$ cat config.mk
export PLATFORM = sky130hd
export DESIGN_NAME = tdm_demux_4ch
export DESIGN_NICKNAME = d
export VERILOG_FILES = /design/src/rtl/tdm_demux_4ch.sv
export SDC_FILE = /design/constraint.sdc
export NUM_CORES = 1
export LEC_CHECK = 0
export CAP_MARGIN = 30
export CORE_ASPECT_RATIO = 2
export CORE_MARGIN = 2
export CORE_UTILIZATION = 50
export CTS_CLUSTER_DIAMETER = 200
export CTS_CLUSTER_SIZE = 40
export DETAILED_ROUTE_END_ITERATION = 6
export GPL_TIMING_DRIVEN = 0
export PLACE_DENSITY = 0.85
export SLEW_MARGIN = 20
export SYNTH_ARGS = -nofsm -noshare
export SYNTH_HDL_FRONTEND = slang
export SYNTH_HIERARCHICAL = 1
export SYNTH_SLANG_ARGS = --single-unit
export TNS_END_PERCENT = 50
$ cat constraint.sdc
create_clock -name clk -period 2.6 [get_ports clk]
set_input_delay 0.26 -clock clk [delete_from_list [all_inputs] [get_ports clk]]
set_output_delay 0.26 -clock clk [all_outputs]
set_load 0.03 [all_outputs]
$ cat src/rtl/tdm_demux_4ch.sv
// 4-channel TDM receiver: deserializes WIDTH-bit MSB-first slots into channel
// registers, tracking frame alignment with a HUNT/LOCKED sync FSM.

module tdm_demux_lane #(
  parameter int WIDTH = 8
) (
  input  logic             clk,
  input  logic             rst_n,
  input  logic             load,
  input  logic [WIDTH-1:0] word,
  output logic [WIDTH-1:0] q,
  output logic             vld
);
  always_ff @(posedge clk or negedge rst_n) begin
    if (!rst_n) begin
      q   <= '0;
      vld <= 1'b0;
    end else begin
      vld <= load;
      if (load) q <= word;
    end
  end
endmodule

module tdm_demux_4ch #(
  parameter int WIDTH = 8
) (
  input  logic             clk,
  input  logic             rst_n,
  input  logic             din,
  input  logic             in_valid,
  input  logic             frame_sync,
  output logic [WIDTH-1:0] ch0,
  output logic [WIDTH-1:0] ch1,
  output logic [WIDTH-1:0] ch2,
  output logic [WIDTH-1:0] ch3,
  output logic [3:0]       ch_valid,
  output logic             locked,
  output logic             sync_err
);
  localparam int CW = $clog2(WIDTH);

  typedef enum logic {HUNT = 1'b0, LOCKED = 1'b1} state_t;

  state_t                     state;
  logic [WIDTH-1:0]           sreg;
  logic [CW-1:0]              bit_cnt;
  logic [1:0]                 slot_cnt;
  logic                       frame_start, normal, last_bit;
  logic [WIDTH-1:0]           word;
  logic [3:0]                 load;
  logic [3:0][WIDTH-1:0]      ch_q;

  assign frame_start = (slot_cnt == 2'd0) && (bit_cnt == '0);
  // A bit is "normal" when the sync marker agrees with our notion of frame start.
  assign normal      = in_valid && (state == LOCKED) && (frame_start == frame_sync);
  assign last_bit    = (bit_cnt == CW'(WIDTH - 1));
  assign word        = {sreg[WIDTH-2:0], din};
  assign locked      = (state == LOCKED);

  for (genvar k = 0; k < 4; k++) begin : g_lane
    assign load[k] = normal && last_bit && (slot_cnt == 2'(k));
    tdm_demux_lane #(.WIDTH(WIDTH)) u_lane (
      .clk   (clk),
      .rst_n (rst_n),
      .load  (load[k]),
      .word  (word),
      .q     (ch_q[k]),
      .vld   (ch_valid[k])
    );
  end

  assign ch0 = ch_q[0];
  assign ch1 = ch_q[1];
  assign ch2 = ch_q[2];
  assign ch3 = ch_q[3];

  always_ff @(posedge clk or negedge rst_n) begin
    if (!rst_n) begin
      state    <= HUNT;
      sreg     <= '0;
      bit_cnt  <= '0;
      slot_cnt <= '0;
      sync_err <= 1'b0;
    end else begin
      sync_err <= 1'b0;
      if (in_valid) begin
        case (state)
          HUNT: begin
            if (frame_sync) begin
              sreg     <= word;
              bit_cnt  <= CW'(1);
              slot_cnt <= '0;
              state    <= LOCKED;
            end
          end
          LOCKED: begin
            if (frame_start && !frame_sync) begin
              sync_err <= 1'b1;
              bit_cnt  <= '0;
              slot_cnt <= '0;
              state    <= HUNT;
            end else if (!frame_start && frame_sync) begin
              // Early sync: drop the partial slot and restart the frame on this bit.
              sync_err <= 1'b1;
              sreg     <= word;
              bit_cnt  <= CW'(1);
              slot_cnt <= '0;
            end else begin
              sreg <= word;
              if (last_bit) begin
                bit_cnt  <= '0;
                slot_cnt <= slot_cnt + 2'd1;
              end else begin
                bit_cnt  <= bit_cnt + CW'(1);
              end
            end
          end
          default: state <= HUNT;
        endcase
      end
    end
  end
endmodule

### After elaboration in Yosys (flattened, before gate mapping)

Cells that the tools add are included.

* bits in registers: 50
* input bits: 5
* output and inout port bits: 38
* logic and storage cells: 61

* add/subtract/negate cells: 2
* equality and inequality tests: 8
* muxes and demuxes: 20
* bitwise gates (word level): 1
* reductions and logical operators: 17

Operators with widths (number)
* 7-bit two-way mux: 2
* 7-bit case mux with 2 select lines: 1
* 3-bit two-way mux: 4
* 1-bit logical AND: 10
* 2-bit two-way mux: 4
* 1-bit two-way mux: 6
* 3-bit case mux with 2 select lines: 1
* 3-bit AND reduction: 2
* 2-bit equality test, second input constant: 2
* 2-bit != test, second input constant: 2
* 4-bit by 1-bit != test with 1-bit output, second input constant: 1
* 2-bit case mux with 2 select lines: 1
* 3-bit by 1-bit adder with 3-bit output, second input constant: 1
* 3-bit equality test, second input constant: 1
* 3-bit zero test: 1
* 2-bit by 1-bit adder with 2-bit output, second input constant: 1
* 2-bit by 1-bit equality test with 1-bit output, second input constant: 1
* 1-bit zero test: 2
* 2-bit zero test: 1
* 1-bit case mux with 2 select lines: 1
* 2-bit AND reduction: 1
* 1-bit equality test: 1
* 1-bit NOT: 1

### Longest topological paths before layout

Gate-level depths: netlist (run 1).

* depth after elaboration: 8
* gate-level depth with buffers: 11
* mapped depth without buffers: 10

### By module

The synthesis (run 1) kept the hierarchy.

By module, submodules not included
* tdm_demux_lane: instances 4, cells each 18, area each 356.6 um^2, sequential area each 225.2 um^2
* tdm_demux_4ch: instances 1, cells each 64, area each 765.7 um^2, sequential area each 350.3 um^2

### Worst setup path before layout (run 1)

OpenSTA, ideal clock, no wires.

* path kind: reg2reg
* from: register slot_cnt[0]
* to: register g_lane[0].u_lane.q[0]
* library setup time: 125 ps
* arrival time: 1932 ps
* required time: 2475 ps
* path slack: 543 ps
* stages on the path, launching flop included: 12
* path buffers: 1
* clock period less this slack: 2057 ps
* path through: dfrtp_1 inv_1 ha_1 nand2_1 or2_2 inv_1 ha_1 nand2_1 nor2_1 and2_1 buf_6 mux2_4

* word-level cells in the longest chain between the ends: 6

RTL lines
* start, declared: RTL line 48 `logic [1:0] slot_cnt;`
* start signal, assigned: RTL line 113 `slot_cnt <= slot_cnt + 2'd1;`
* 2-bit zero test (*): RTL line 54, 62
* 1-bit logical AND: RTL line 54 `assign frame_start = (slot_cnt == 2'd0) && (bit_cnt == '0);`
* 1-bit equality test: RTL line 56 `assign normal = in_valid && (state == LOCKED) && (frame_start == frame_sync);`
* 1-bit logical AND: RTL line 56
* 1-bit logical AND: RTL line 62 `assign load[k] = normal && last_bit && (slot_cnt == 2'(k));`
* 1-bit logical AND (*): RTL line 62
* via load[0]: RTL line 51 `logic [3:0] load;`
* end signal, assigned: RTL line 20 `if (load) q <= word;`
* end, declared: RTL line 11 `output logic [WIDTH-1:0] q,`

Mark *: on every way through the listed nets, which the timed path passes. The rest lies on a longest branch.
A chain may end at the register's enable or synchronous reset.

### Worst setup path after layout (run 1)

* from: register slot_cnt[0]
* to: register g_lane[0].u_lane.q[3]

Same word-level chain as after synthesis.

==> results by group, run 1 <==
Outcome
  – Outcome: complete, no violations

Placed design
  – Post-DP Area: 2700 sq um
  – Port Buffers: 42
  – Detailed placer's ending HPWL: 3070 microns
  – Placer Congestion: 0.705

Critical path
  – CP Depth: 11
  – Crit-path max FO: 8
  – WP buf/inv: 3
  – Worst path required time: 2780 ps
  – Worst EP arrival: 2530 ps
  – Crit path max-delay family: simple AND/OR/NAND/NOR gates
  – CP Capture Type: flip-flop
  – CP Class: reg -> reg
  – Startpoint types: flip-flop
  – Crit path max-delay cell type: dfrtp_1
  – FF-to-FF path depth: 11
  – Critical Path Max Stage Delay: 410 ps
  – Critical path cell sequence: inv_1 -> ha_1 -> nand2_1 -> or2_2 -> inv_1 -> ha_1 -> nand2_1 -> nor2_1 -> and2_1 -> buf_6 -> mux2_4

Pwr
  – Max VDD drop: 0.678 mV
  – Sw frac: 0.295
  – Int Pwr: 1.43 mW
  – Pwr dens: 720 nW/um^2
  – Clock power share: 0.260
  – Tot Pwr: 2.02 mW
  – Sequential share of power: 0.505
  – Logic pwr share: 0.235
  – Net switching power: 0.597 mW
  – Leak pwr: 1.35 nW

STA
  – Hold Fails Final Rpt: 0
  – Relative slew margins: 0.767
  – Slew @ Worst Pin: 350 ps
  – Final Cycle Share: 0.903
  – Slew Limit Fails: 0
  – Final setup viols: 0
  – Final TNS setup: 0 ps
  – Clk_skew: 4.64 ps
  – Fmax: 426 MHz
  – Fin crit period: 2350 ps
  – RSZ-0062 raised after global routing: false

Clock network
  – CTS Sinks: 50
  – Post-CTS setup buffers: 0
  – Htree depth: 2
  – Clock latency on the worst-skew pair: 290 ps
  – Reg clk slew, reported paths: 80 ps
  – CTS tree: done
  – Clock Tree Root: clkbuf_8
  – Clk buf depth: 2
  – CTS Buf Count: 5
  – CTS resizes: 0
  – Cts hold-fix bufs: 1

Logic synthesis
  – Synth Flop Type: dfrtp_1
  – Synth area leader: dfrtp_1
  – Mapped Area: 2190 sq um
  – Yosys reg bits: 50
  – Post-synth EDFFs: 0
  – Post-synthesis async set-or-reset flop share: 1.00
  – Post-synthesis net count: 150
  – Area contributors post-synth: dfrtp_1, mux2_4, ha_1, buf_6, inv_1
  – Unique masters post-synth: 17
  – Syn Area/Cell: 16.1 sq um
  – Commonest cells post-synth: dfrtp_1, mux2_4, ha_1
  – Syn Inst Count: 136
  – Top-area cell type share of the netlist area: 0.571
  – Warnings, synthesis: 6
  – Seq/Total Area, Yosys: 0.571
  – Most frequent cell after synthesis: dfrtp_1

Die
  – Die height: 97.6 microns
  – Die area: 4960 sq um
  – Die Span X: 50.8 microns
  – Top Ports: 43
  – Initial core utilization: 0.510
  – Cell Rows: 34
  – Core footprint: 4300 sq um

Routing
  – WL per Instance: 17.2 microns
  – Drt drc: 0
  – Total number of vias: 1246
  – Routed WL: 4160 microns
  – Avg Vias per Cell: 5.15
  – TritonRoute pass-1 iters: 4
  – Post-DRT Antenna Nets: 0
  – Initial DRC Count: 21

GRT
  – Initial antenna violation count: 0
  – Total grt overflow: 0
  – Largest net degree at the start of global routing: 37
  – Vias in the first global route: 1363
  – First-pass GRT wire length: 6930 microns
  – GR Util All Layers: 0.189

Cells and area
  – # diodes: 0
  – Area grow syn2layout: 28.3%
  – Layout cells sized above 1: 0.293
  – Final #Nets: 201
  – Final instance area: 2810 sq um
  – Final core utilization: 0.654

Run
  – Max_cap viols: 0

Min path
  – Worst Hold Class: in -> async
final timing paths:
check                                       from               endpoint  slack [ps]
max in group asynchronous                  rst_n  g_lane[1].u_lane/q[7]        1710
max reg2reg                          slot_cnt[0]  g_lane[0].u_lane/q[3]         250
min in group clk           g_lane[1].u_lane/q[5]  g_lane[1].u_lane/q[5]         520
min                                        rst_n  g_lane[0].u_lane/q[4]         400
max                                  slot_cnt[0]  g_lane[0].u_lane/q[3]         250
min reg2reg                g_lane[1].u_lane/q[5]  g_lane[1].u_lane/q[5]         520
layer usage:
layer	GRT usage	vias up	wire length [microns]
li1	-	565	-
met1	0.215	644	1640
met2	0.346	32	2360
met3	0.0354	5	117
met4	0.0561	0	50
met5	0	-	0
placed cells by master, fill, tap and decap left out:
cell type and n:
a21o_1 1, a32o_1 2, and2_1 4, buf_12 1
buf_2 1, buf_6 5, bufinv_16 1, clkbuf_1 2
clkbuf_8 5, clkdlybuf4s50_1 41, dfrtp_1 50, dlygate4sd3_1 1
ha_1 9, inv_1 7, mux2_4 39, mux2i_1 2
nand2_1 7, nor2_1 3, nor3_1 1, nor3b_2 1
o21ai_0 2, o21ai_2 1, o21bai_1 1, or2_2 1
cells by family after synthesis:
logic type | share of synthesized area
adders and majority gates | 0.0514
AOI/OAI and AO/OA | 0.0245
buffers and inverters | 0.0377
DFF | 0.571
and+or+nand+nor | 0.0394
muxes | 0.276
cell type report:
class	count	area [sq um]
buffer	5	56.3
clock buffer	7	76.3
clock inverter	1	30.0
fill	324	1490
inverter	7	26.3
multi-input combinational	74	858
sequential	50	1250
tap	54	67.6
timing repair buffer	44	445
sequential cells by signal, indices dropped and copies added (netlist names):
register and count:
g_lane.u_lane/q 32, sreg 7, g_lane.u_lane/vld 4, bit_cnt 3, slot_cnt 2, locked 1, sync_err 1
power groups by stage:
stage	clock (mW)	combinational, mW	sequential, mW
2_1_floorplan	0	0.289	1.04
3_3_place_gp	0	0.434	1.02
3_5_place_dp	0	0.479	1.04
4_1_cts	0.542	0.482	1.02
5_1_grt	0.573	0.519	1.04
6_report	0.527	0.475	1.02
worst reg2reg max path: cells and delay by family (launching register included):
| family | cells | cell delay, ps |
|---|---|---|
| simple gates | 5 | 790 |
| flops | 1 | 410 |
| buf+inv | 3 | 380 |
| fa+ha+maj | 2 | 340 |
| mux | 1 | 320 |
metrics by stage:
stage | setup slack [ps] | hold WS, ps | std cells
floorplan | 543 | -35.6 | 136
global placement | 48.4 | 496 | 232
detailed placement | 247 | 188 | 233
CTS | 233 | 406 | 242
global route | 81.1 | 429 | 242
finish | 252 | 398 | 242
Power figures use the tool's default switching activity.
==> run 2, diff against run 1 <==
SKIP_LAST_GASP = 1   (was not set)
==> results of run 2 <==
Final layout, timing and power as in run 1 (identical DEF).
